File: config.mk
export PLATFORM = sky130hd
export DESIGN_NAME = fetch_unit
export DESIGN_NICKNAME = d
export VERILOG_FILES = /design/src/rtl/fetch_unit.sv
export SDC_FILE = /design/constraint.sdc
export NUM_CORES = 1
export LEC_CHECK = 0
export ABC_AREA = 1
export CORE_MARGIN = 1.5
export CORE_UTILIZATION = 40
export CTS_BUF_LIST = sky130_fd_sc_hd__clkbuf_16
export DETAILED_ROUTE_END_ITERATION = 8
export GPL_ROUTABILITY_DRIVEN = 0
export PLACE_DENSITY = 0.56
export SLEW_MARGIN = 20
export SYNTH_ARGS = -nofsm -noshare
export SYNTH_HDL_FRONTEND = slang
export SYNTH_SLANG_ARGS = --single-unit
File: constraint.sdc
create_clock -name clk -period 3.2 [get_ports clk]
set_clock_uncertainty 0.05 [all_clocks]
set_input_delay 0.32 -clock clk [delete_from_list [all_inputs] [get_ports clk]]
set_output_delay 0.32 -clock clk [all_outputs]
set_load 0.01 [all_outputs]
File: src/rtl/fetch_unit.sv
// Instruction-fetch front end.
// Owns the PC and issues in-order fetch requests to instruction memory.
// Returned words are held in a small prefetch FIFO that feeds decode through a valid/ready port.
// A redirect (taken branch/jump) flushes the FIFO and discards every fetch still in flight.
//
// Handshake semantics, for every valid/ready pair on this block:
//   a transfer happens on a rising edge where valid && ready;
//   a producer never withdraws valid or changes its payload while valid && !ready, except on redirect or reset.
module fetch_unit #(
  parameter int               WIDTH    = 32,
  parameter int               DEPTH    = 4,
  parameter logic [WIDTH-1:0] RESET_PC = '0
) (
  input  logic             clk,
  input  logic             rst,
  input  logic             redirect_valid,
  input  logic [WIDTH-1:0] redirect_pc,
  output logic             imem_req_valid,
  input  logic             imem_req_ready,
  output logic [WIDTH-1:0] imem_addr,
  input  logic             imem_rsp_valid,
  input  logic [WIDTH-1:0] imem_rsp_data,
  output logic             instr_valid,
  input  logic             instr_ready,
  output logic [WIDTH-1:0] instr,
  output logic [WIDTH-1:0] instr_pc
);

  localparam int AW = $clog2(DEPTH);  // FIFO pointer width
  localparam int CW = AW + 1;         // holds 0..DEPTH
  localparam int DW = AW + 2;         // holds 0..2*DEPTH

  // Architectural state
  logic [WIDTH-1:0] r_pc;           // address of the next request to issue
  logic [WIDTH-1:0] r_rsp_pc;       // PC belonging to the next kept response
  logic [CW-1:0]    r_count;        // FIFO occupancy
  logic [CW-1:0]    r_outstanding;  // accepted requests on the current path, not yet returned
  logic [DW-1:0]    r_drop;         // responses still owed from flushed paths
  logic [AW-1:0]    r_wr_ptr;
  logic [AW-1:0]    r_rd_ptr;
  logic [WIDTH-1:0] r_fifo_data [DEPTH];
  logic [WIDTH-1:0] r_fifo_pc   [DEPTH];

  // Datapath and handshake wires
  logic [DW-1:0]    w_credit_sum;
  logic             w_has_credit;
  logic             w_req_fire;
  logic             w_rsp_discard;
  logic             w_push;
  logic             w_pop;
  logic [WIDTH-1:0] w_redirect_target;
  logic             w_unused;

  // Low two bits of the redirect target are architecturally ignored.
  assign w_unused          = ^redirect_pc[1:0];
  assign w_redirect_target = {redirect_pc[WIDTH-1:2], 2'b00};

  // Buffered plus in-flight fetches may never exceed the FIFO size, so a push always finds room.
  // Responses owed to flushed paths are not counted: they never enter the FIFO.
  assign w_credit_sum  = DW'(r_count) + DW'(r_outstanding);
  assign w_has_credit  = (w_credit_sum < DW'(DEPTH));

  assign imem_req_valid = rst && !redirect_valid && w_has_credit;
  assign imem_addr      = r_pc;
  assign w_req_fire     = imem_req_valid && imem_req_ready;

  // Responses come back in order, so the first r_drop of them belong to flushed paths.
  assign w_rsp_discard = imem_rsp_valid && (r_drop != '0);
  assign w_push        = imem_rsp_valid && (r_drop == '0) && !redirect_valid;

  assign instr_valid = (r_count != '0) && !redirect_valid;
  assign instr       = r_fifo_data[r_rd_ptr];
  assign instr_pc    = r_fifo_pc[r_rd_ptr];
  assign w_pop       = instr_valid && instr_ready;

  // PC, response-PC, occupancy, credit and drop bookkeeping; a redirect overrides everything else.
  always_ff @(posedge clk or negedge rst) begin
    if (!rst) begin
      r_pc          <= RESET_PC;
      r_rsp_pc      <= RESET_PC;
      r_count       <= '0;
      r_outstanding <= '0;
      r_drop        <= '0;
      r_wr_ptr      <= '0;
      r_rd_ptr      <= '0;
    end else if (redirect_valid) begin
      r_pc          <= w_redirect_target;
      r_rsp_pc      <= w_redirect_target;
      r_count       <= '0;
      r_wr_ptr      <= '0;
      r_rd_ptr      <= '0;
      r_outstanding <= '0;
      // Everything in flight is now stale; a response arriving this cycle settles one of them.
      r_drop        <= r_drop + DW'(r_outstanding) - DW'(imem_rsp_valid);
    end else begin
      if (w_req_fire) begin
        r_pc <= r_pc + WIDTH'(4);
      end
      if (w_push) begin
        r_rsp_pc <= r_rsp_pc + WIDTH'(4);
        r_wr_ptr <= r_wr_ptr + AW'(1);
      end
      if (w_pop) begin
        r_rd_ptr <= r_rd_ptr + AW'(1);
      end
      if (w_rsp_discard) begin
        r_drop <= r_drop - DW'(1);
      end
      r_count       <= r_count + CW'(w_push) - CW'(w_pop);
      r_outstanding <= r_outstanding + CW'(w_req_fire) - CW'(w_push);
    end
  end

  // FIFO storage; cleared on reset so the head reads as zero until the first push.
  always_ff @(posedge clk or negedge rst) begin
    if (!rst) begin
      for (int i = 0; i < DEPTH; i++) begin
        r_fifo_data[i] <= '0;
        r_fifo_pc[i]   <= '0;
      end
    end else if (w_push) begin
      r_fifo_data[r_wr_ptr] <= imem_rsp_data;
      r_fifo_pc[r_wr_ptr]   <= r_rsp_pc;
    end
  end

  // A push into a full FIFO means the request credit was bypassed.
  a_no_overflow: assert property (@(posedge clk) disable iff (!rst)
    w_push |-> (r_count < CW'(DEPTH)));

endmodule

# Word level (Yosys, flattened, before mapping)
# Cells that the tools add are included.
# op_classes
div_mod_pow,0
multipliers,0
n_eq_ne,0
magnitude_cmp,4
n_mux,22
reduce_logical,17
shift,0
n_addsub,12
bitwise_logic,2
# op_table
cell,count
two-way mux 32 bit,9
bitwise mux 128 bit,2
binary-select mux 32 bit (select 2 bit),2
"adder 32 x 3 -> 32 bit, second input constant",2
demux 32 bit (select 2 bit),1
logical AND 1 bit,9
two-way mux 2 bit,4
two-way mux 4 bit,2
nonzero test 2 bit,4
adder 3 x 1 -> 3 bit,2
"greater-or-equal comparator 3 bit, second input constant",2
two-way mux 3 bit,2
NOT 2 -> 3 bit,2
subtractor 3 x 1 -> 3 bit,2
"adder 2 x 1 -> 2 bit, second input constant",2
adder 3 x 3 -> 4 bit,1
adder 4 x 3 -> 4 bit,1
logical NOT 4 bit,1
"< comparator 4 x 3 -> 1 bit, second input constant",1
nonzero test 4 bit,1
subtractor 4 x 1 -> 4 bit,1
"subtractor 4 x 1 -> 4 bit, second input constant",1
"< comparator 3 x 1 -> 1 bit, second input constant",1
nonzero test 3 bit,1
logical NOT 1 bit,1
# word_totals
latch_bits,0
mem_bits_rw,0
mem_bits_ro,0
elab_cells,72
inputBits,70
memories,0
reg_bits,334
output_inout_bits,98

# Longest topological paths before layout
# Gate-level depths: netlist of run 1.
# depth
ltp_word,7
depth_mapped,14
ltp_nobuf,13

# Worst setup path before layout of run 1
# Ideal clock, no wire load.
# synth_path
kind,reg2reg
from,register r_count[1]
to,register r_outstanding[2]
period_less_slack_ps,2510
required_time_ps,3018
stages_incl_launch_ff,14
n_path_buf,1
path_slack_ps,690
arrival_time_ps,2328
path_cell_list,dfrtp_1 -> ha_1 -> nand3_1 -> nand2_1 -> nor2_2 -> nand2_2 -> buf_2 -> ha_1 -> inv_1 -> ha_1 -> inv_1 -> fa_1 -> xor2_1 -> nor2_1
# synth_between
elab_chain_len,7
# synth_rtl
item,line_no,text
"start, declared",36,logic [CW-1:0] r_count;
"start signal, assigned",109,r_count <= r_count + CW'(w_push) - CW'(w_pop);
adder 3 x 3 -> 4 bit,60,assign w_credit_sum = DW'(r_count) + DW'(r_outstanding);
< comparator 4 x 3 -> 1 bit,61,assign w_has_credit = (w_credit_sum < DW'(DEPTH));
logical AND 1 bit,63,assign imem_req_valid = rst && !redirect_valid && w_has_credit;
via imem_req_valid,18,"output logic imem_req_valid,"
logical AND 1 bit,65,assign w_req_fire = imem_req_valid && imem_req_ready;
adder 3 x 1 -> 3 bit,110,r_outstanding <= r_outstanding + CW'(w_req_fire) - CW'(w_push);
subtractor 3 x 1 -> 3 bit,110,
two-way mux 3 bit,86,end else if (redirect_valid) begin
"end signal, assigned",110,
"end, declared",37,logic [CW-1:0] r_outstanding;
# The timed path passes the listed nets, and every way through them passes these cells.
# A chain may end at the register's enable or synchronous reset.

# Worst setup path after layout of run 1
# layout_path
from,register r_rd_ptr[0]
to,output port instr_pc[12]
# layout_between
elab_chain_len,4
# layout_rtl
item,line_no,text
"start, declared",40,logic [AW-1:0] r_rd_ptr;
"start signal, assigned",104,r_rd_ptr <= r_rd_ptr + AW'(1);
NOT 2 -> 3 bit (implied by the code),73,assign instr_pc = r_fifo_pc[r_rd_ptr];
binary-select mux 32 bit (select 2 bit),73,
two-way mux 32 bit (implied by the code) (2 in a row),73,
"end, declared",26,output logic [WIDTH-1:0] instr_pc
# Every way passes these cells. The select of a mux whose other input is x is not followed.

==> results of run 1 <==
[stage by stage]
step	hold WS [ns]	total power (W)	instance area, µm²
global route	0.108	0.0153	18800
finish	0.102	0.0144	18800
global placement	0.411	0.0105	17700
CTS	0.0830	0.0145	18800
floorplan	-0.0256	0.00809	15800
detailed placement	0.414	0.0106	17700
[registers in the layout, summed over array words and instances, names as in the netlist]
| register | cells |
|---|---|
| r_fifo_data | 128 |
| r_rd_ptr | 2 |
| r_rsp_pc | 30 |
| r_outstanding | 3 |
| r_fifo_pc | 120 |
| r_wr_ptr | 2 |
| r_drop | 4 |
| r_count | 3 |
| imem_addr | 30 |
[critical path: stages (launching register included)]
cell and delay [ns]:
dfrtp_4 0.43, buf_12 0.43, o21ai_0 0.18, o22ai_1 0.32, clkdlybuf4s50_1 0.61
[kinds of logic after synthesis]
logic type | count (synthesis) | share of synthesized area
and+or+nand+nor | 772 | 0.197
xor gates and xnor gates | 30 | 0.0166
adders and majority gates | 23 | 0.0196
AOI/OAI and AO/OA | 533 | 0.180
DFF | 322 | 0.509
buffers and inverters | 260 | 0.0778
other | 1 | 0.000237
[metal layers]
| layer | track usage | wire length, µm |
|---|---|---|
| met1 | 0.306 | 20600 |
| met2 | 0.340 | 19800 |
| met3 | 0.0322 | 2390 |
| met4 | 0.0541 | 834 |
| met5 | 0 | 0 |
[power groups by stage]
stage | clock [W] | sequential [W] | combinational [W]
CTS | 0.00403 | 0.00524 | 0.00528
global route | 0.00421 | 0.00535 | 0.00579
floorplan | 0 | 0.00521 | 0.00288
global placement | 0 | 0.00530 | 0.00520
finish | 0.00392 | 0.00525 | 0.00520
detailed placement | 0 | 0.00531 | 0.00525
[layout by cell type (no fill, tap or decap), types with 18 or more instances in the layout]
| cell | n |
|---|---|
| nand2_1 | 467 |
| dfrtp_1 | 320 |
| o21ai_1 | 239 |
| nor2_1 | 209 |
| o21ai_0 | 173 |
| clkdlybuf4s50_1 | 159 |
| inv_1 | 152 |
| o22ai_1 | 62 |
| nand3_1 | 50 |
| clkbuf_16 | 39 |
| xor2_1 | 24 |
| a21oi_1 | 23 |
| ha_1 | 20 |
| nand4_1 | 18 |
[worst max-delay path by stage]
| stage | start | end | slack [ns] | cells after the start |
|---|---|---|---|---|
| 2_1_floorplan | r_count[1]$_DFF_PN0_ | r_outstanding[2]$_DFF_PN0_ | 0.69 | 13 |
| 3_3_place_gp | imem_rsp_valid | r_outstanding[2]$_DFF_PN0_ | 0.46 | 12 |
| 3_5_place_dp | imem_rsp_valid | r_outstanding[2]$_DFF_PN0_ | 0.44 | 12 |
| 4_1_cts | r_rd_ptr[0]$_DFFE_PN0P_ | instr_pc[13] | 0.20 | 5 |
| 5_1_grt | r_rd_ptr[0]$_DFFE_PN0P_ | instr_pc[13] | 0.09 | 5 |
| 6_report | r_rd_ptr[0]$_DFFE_PN0P_ | instr_pc[12] | 0.26 | 4 |
[area by class of cell]
class	count	area, µm²
Fill cell	3810	20000
Sequential cell	322	8060
Multi-Input combinational cell	1362	6540
Timing Repair Buffer	184	1870
Clock buffer	39	976
Tap cell	518	648
Inverter	148	562
Clock inverter	24	129
==> flow_summary_export.csv, run 1 <==
group,metric,value,unit
pwr,leakagePower,8.70,nW
sta,relSlewSlack,0.347,
setup_path,startpoint_type,"flip-flop",
global_route,grt_overflow_total,0,
synthesis,synth_common_cells,"nand2_1 (467), dfrtp_1 (322), o21ai_1 (239)",
floorplanning,die_w,202,µm
placed_design,place_inst,2533,
clocking,h-tree-depth,2,
sta,fin_crit_sh,0.918,
pwr,vdd_ir_drop_max,429,µV
synthesis,synth.avg_cell_area,8.15,µm²
pwr,pwr_density_cell,764,nW/µm²
sta,tightest_slew,0.980,ns
synthesis,synth_edf_count,0,
hold_path,hold_depth,2,
hold_path,hold_start,"redirect_valid",
clocking,cts_resized,0,
cells_and_area,antenna_cells,0,
drt,drc,0,
floorplanning,die_h,202,µm
floorplanning,floorplan.die_area,40800,µm²
pwr,p_int,0.00942,W
sta,period_minus_slack,2.94,ns
drt,detail-route-antenna-nets,0,
clocking,cts_setup_buffers,0,
drt,drtPass1Iterations,5,
setup_path,rr_worst_depth,13,
synthesis,yosysUniqueCellTypes,37,
clocking,postCtsHoldBufs,1,
cells_and_area,finalNetCount,2149,
sta,setup_viol,0,
setup_path,r2r_end,"r_outstanding[2]$_DFF_PN0_",
setup_path,criticalPathCategory,"flip-flop to output pin",
sta,fin_setup_tns,0,ns
pwr,p_sw_frac,0.345,
floorplanning,pin_count,168,
sta,max_freq,0.340,GHz
cells_and_area,drive_gt1_frac,0.0462,
synthesis,synth.top_cell.area_share,0.509,
synthesis,ys_seq_elements,322,
floorplanning,initial_core_util,0.407,
hold_path,hold_class,"input pin to flip-flop",
placed_design,preCtsSetupSlack,0.440,ns
synthesis,ys.flop_type,"dfrtp_1",
sta,grt_setup_unrepaired,"false",
pwr,p_switching,0.00495,W
synthesis,synth_cells,1941,
setup_path,r2r_slack,0.62,ns
synthesis,syn_area,15800,µm²
synthesis,synth.most_common_cell,"nand2_1",
global_route,grt_pass1_vias,12888,
placed_design,post-dp-hpwl,27.3,mm
synthesis,async_flop_share,1.00,
drt,wire_per_inst,16.8,µm
cells_and_area,syn2layout_area_growth,18.8,%
clocking,worstSkewPairLatency,0.52,ns
drt,via_count,13419,
clocking,cts_buffer_depth,3,
floorplanning,core,38800,µm²
clocking,cts_tree,"yes",
cells_and_area,fin_util,0.484,
synthesis,yosys-top-cells-area,"dfrtp_1 (51%), nand2_1 (11%), o21ai_1 (7.6%), o21ai_0 (5.5%), nor2_1 (5.0%)",
floorplanning,rows,72,
setup_path,end_kind,"output pin",
sta,drv_slew,0,
synthesis,synth_seq_area_share,0.509,
placed_design,portBuffers,161,
run,maxCapViolations,0,
run_status,status,"completed",
setup_path,cp.required,2.83,ns
hold_path,whs_endpoint,"r_outstanding[1]$_DFF_PN0_",
sta,timing_hold_violations_final,0,
pwr,power_frac_seq,0.366,
global_route,antenna_found_initial,0,
synthesis,synth_top_cell_by_area,"dfrtp_1",
cells_and_area,fin_cells,2597,
pwr,clkPwrFrac,0.273,
drt,drt-total-wl,43.6,mm
global_route,grt_pass1_wl,70.6,mm
clocking,clk_pin_slew_worst_paths,0.06,ns
drt,drt-initial-drc-count,835,
sta,fin_ws,0.263,ns
setup_path,r2r_start,"r_drop[0]$_DFFE_PN0P_",
synthesis,yosysWarnings,0,
global_route,grt_max_degree,170,
clocking,cts_buffers,38,
clocking,cts_root_buf,"clkbuf_16",
clocking,clkSinkCount,322,
global_route,grtUsageTotal,0.214,
pwr,combPwrFrac,0.362,
setup_path,path_max_fanout,124,
drt,routed_via_density,5.17,
setup_path,cp.arrival,2.57,ns
(Power assumes the default switching activity.)
==> run 2, diff against run 1 <==
--- a/config.mk
+++ b/config.mk
@@ -8,7 +8,7 @@
 export ABC_AREA = 1
 export CORE_MARGIN = 1.5
 export CORE_UTILIZATION = 40
-export CTS_BUF_LIST = sky130_fd_sc_hd__clkbuf_16
+export CTS_BUF_LIST = sky130_fd_sc_hd__clkbuf_4
 export DETAILED_ROUTE_END_ITERATION = 8
 export GPL_ROUTABILITY_DRIVEN = 0
 export PLACE_DENSITY = 0.56
@@ -16,3 +16,4 @@
 export SYNTH_ARGS = -nofsm -noshare
 export SYNTH_HDL_FRONTEND = slang
 export SYNTH_SLANG_ARGS = --single-unit
+export TNS_END_PERCENT = 1
==> flow_summary_export.csv, run 2 (same netlist as run 1, synthesis figures left out) <==
group,metric,value,unit
run_status,status,"completed",
placed_design,post-dp-hpwl,27.3,mm
setup_path,path_max_fanout,45,
drt,drt-total-wl,45.0,mm
cells_and_area,final_area,18900,µm²
clocking,cts_setup_buffers,0,
cells_and_area,syn2layout_area_growth,19.2,%
global_route,grt_max_degree,170,
run,maxCapViolations,0,
setup_path,cp.required,2.83,ns
drt,routed_via_density,5.16,
placed_design,preCtsSetupSlack,0.440,ns
global_route,grtUsageTotal,0.219,
setup_path,criticalPathCategory,"flip-flop to output pin",
cells_and_area,finalNetCount,2205,
pwr,pwr_density_cell,755,nW/µm²
setup_path,r2r_slack,0.62,ns
cells_and_area,final_cell_mix,"nand2_1 (467), dfrtp_1 (320), o21ai_1 (239)",
setup_path,end_kind,"output pin",
pwr,leakagePower,8.81,nW
cells_and_area,reg_top3,"r_fifo_data: 128 flops, r_fifo_pc: 120 flops",
placed_design,place_area,17700,µm²
hold_path,hold_class,"input pin to flip-flop",
clocking,cts_root_buf,"clkbuf_4",
clocking,cts_tree,"yes",
placed_design,portBuffers,161,
floorplanning,floorplan.die_area,40800,µm²
setup_path,startpoint_type,"flip-flop",
sta,drv_slew,0,
global_route,antenna_found_initial,1,
clocking,h-tree-depth,3,
sta,fin_crit_sh,0.949,
drt,drt-initial-drc-count,900,
sta,fin_ws,0.162,ns
global_route,grt_pass1_vias,13325,
cells_and_area,largest_register_ffs,128,
floorplanning,initial_core_util,0.407,
floorplanning,core,38800,µm²
cells_and_area,layout_commonest_cell,"nand2_1",
sta,period_minus_slack,3.04,ns
floorplanning,die_h,202,µm
drt,via_count,13880,
drt,detail-route-antenna-nets,0,
floorplanning,pin_count,168,
floorplanning,rows,72,
clocking,worstSkewPairLatency,0.73,ns
floorplanning,die_w,202,µm
setup_path,cp.arrival,2.67,ns
clocking,cts_buffers,91,
drt,drc,0,
sta,max_freq,0.329,GHz
sta,grt_setup_unrepaired,"false",
cells_and_area,top_register,"r_fifo_data",
sta,tightest_slew,0.995,ns
global_route,grt_pass1_wl,71.8,mm
sta,setup_viol,0,
clocking,clkSinkCount,322,
sta,relSlewSlack,0.337,
sta,timing_hold_violations_final,0,
global_route,grt_overflow_total,0,
cells_and_area,drive_gt1_frac,0.0885,
sta,fin_setup_tns,0,ns
clocking,clk_pin_slew_worst_paths,0.07,ns
drt,drtPass1Iterations,5,
pwr,vdd_ir_drop_max,345,µV
clocking,cts_buffer_depth,3,
drt,wire_per_inst,16.7,µm
[run 2: changes by cell type in the layout (fill, tap and decap cells not counted), sizes merged]
cell and delta:
clkbuf +98, inv -11, clkinv +3, bufinv -1
diode +1, dlygate4sd3 +1
[run 2: worst paths after layout]
check / startpoint / endpoint / cells after the start
min in group asynchronous: rst / r_fifo_data[32]$_DFFE_PN0P_ / 3
worst max-delay path: r_rd_ptr[0]$_DFFE_PN0P_ / instr[7] / 5
worst min register to register: r_fifo_data[95]$_DFFE_PN0P_ / r_fifo_data[95]$_DFFE_PN0P_ / 2
max in group asynchronous: rst / r_rd_ptr[0]$_DFFE_PN0P_ / 4
worst min-delay path: imem_rsp_data[17] / r_fifo_data[17]$_DFFE_PN0P_ / 3
worst max register to register: r_drop[0]$_DFFE_PN0P_ / r_outstanding[2]$_DFF_PN0_ / 13
[run 2: per-stage QoR]
step,std cells,total power [W],utilization,hold slack (ns)
2_1_floorplan,1944,0.00809,-,-0.0256
3_3_place_gp,2533,0.0105,0.455,0.411
4_1_cts,2685,0.0143,0.484,0.0823
6_report,2688,0.0142,0.486,0.164
5_1_grt,2688,0.0153,0.486,0.123
3_5_place_dp,2533,0.0106,0.455,0.414
[run 2: timing repair]
action | 4_1_cts | 5_1_grt
hold buffers | 2 | 0
hold endpoints to repair | 159 | 0
resized for setup | 2 | 4
gates cloned | 0 | 2
endpoints found under the setup margin | 9 | 8
[run 2: routing by layer]
layer / routed length (µm) / GRT usage / up-vias
li1: - / - / 6808
met1: 20700 / 0.307 / 6537
met2: 20200 / 0.336 / 452
met3: 3080 / 0.0450 / 83
met4: 967 / 0.0778 / 0
met5: 0 / 0 / -
[run 2: where the power goes]
group	internal [W]	switching, W
sequential	0.00476	0.000508
clock	0.00190	0.00173
combinational	0.00246	0.00287
[run 2: final cells by class]
class	count	area [µm²]
repair buffers	187	1950
diodes	1	2.50
flip-flops and latches	322	8060
clock inverters	15	57.6
well taps	518	648
fillers	3859	20000
clock buffers	135	1010
multi-input cells	1362	6550
inverters	148	572
[run 2: worst max-delay path, cell delays in order, from the launching register on]
cell	delay, ns
dfrtp_4	0.55
inv_8	0.19
buf_12	0.25
o21ai_0	0.11
o22ai_1	0.22
clkdlybuf4s50_1	0.59
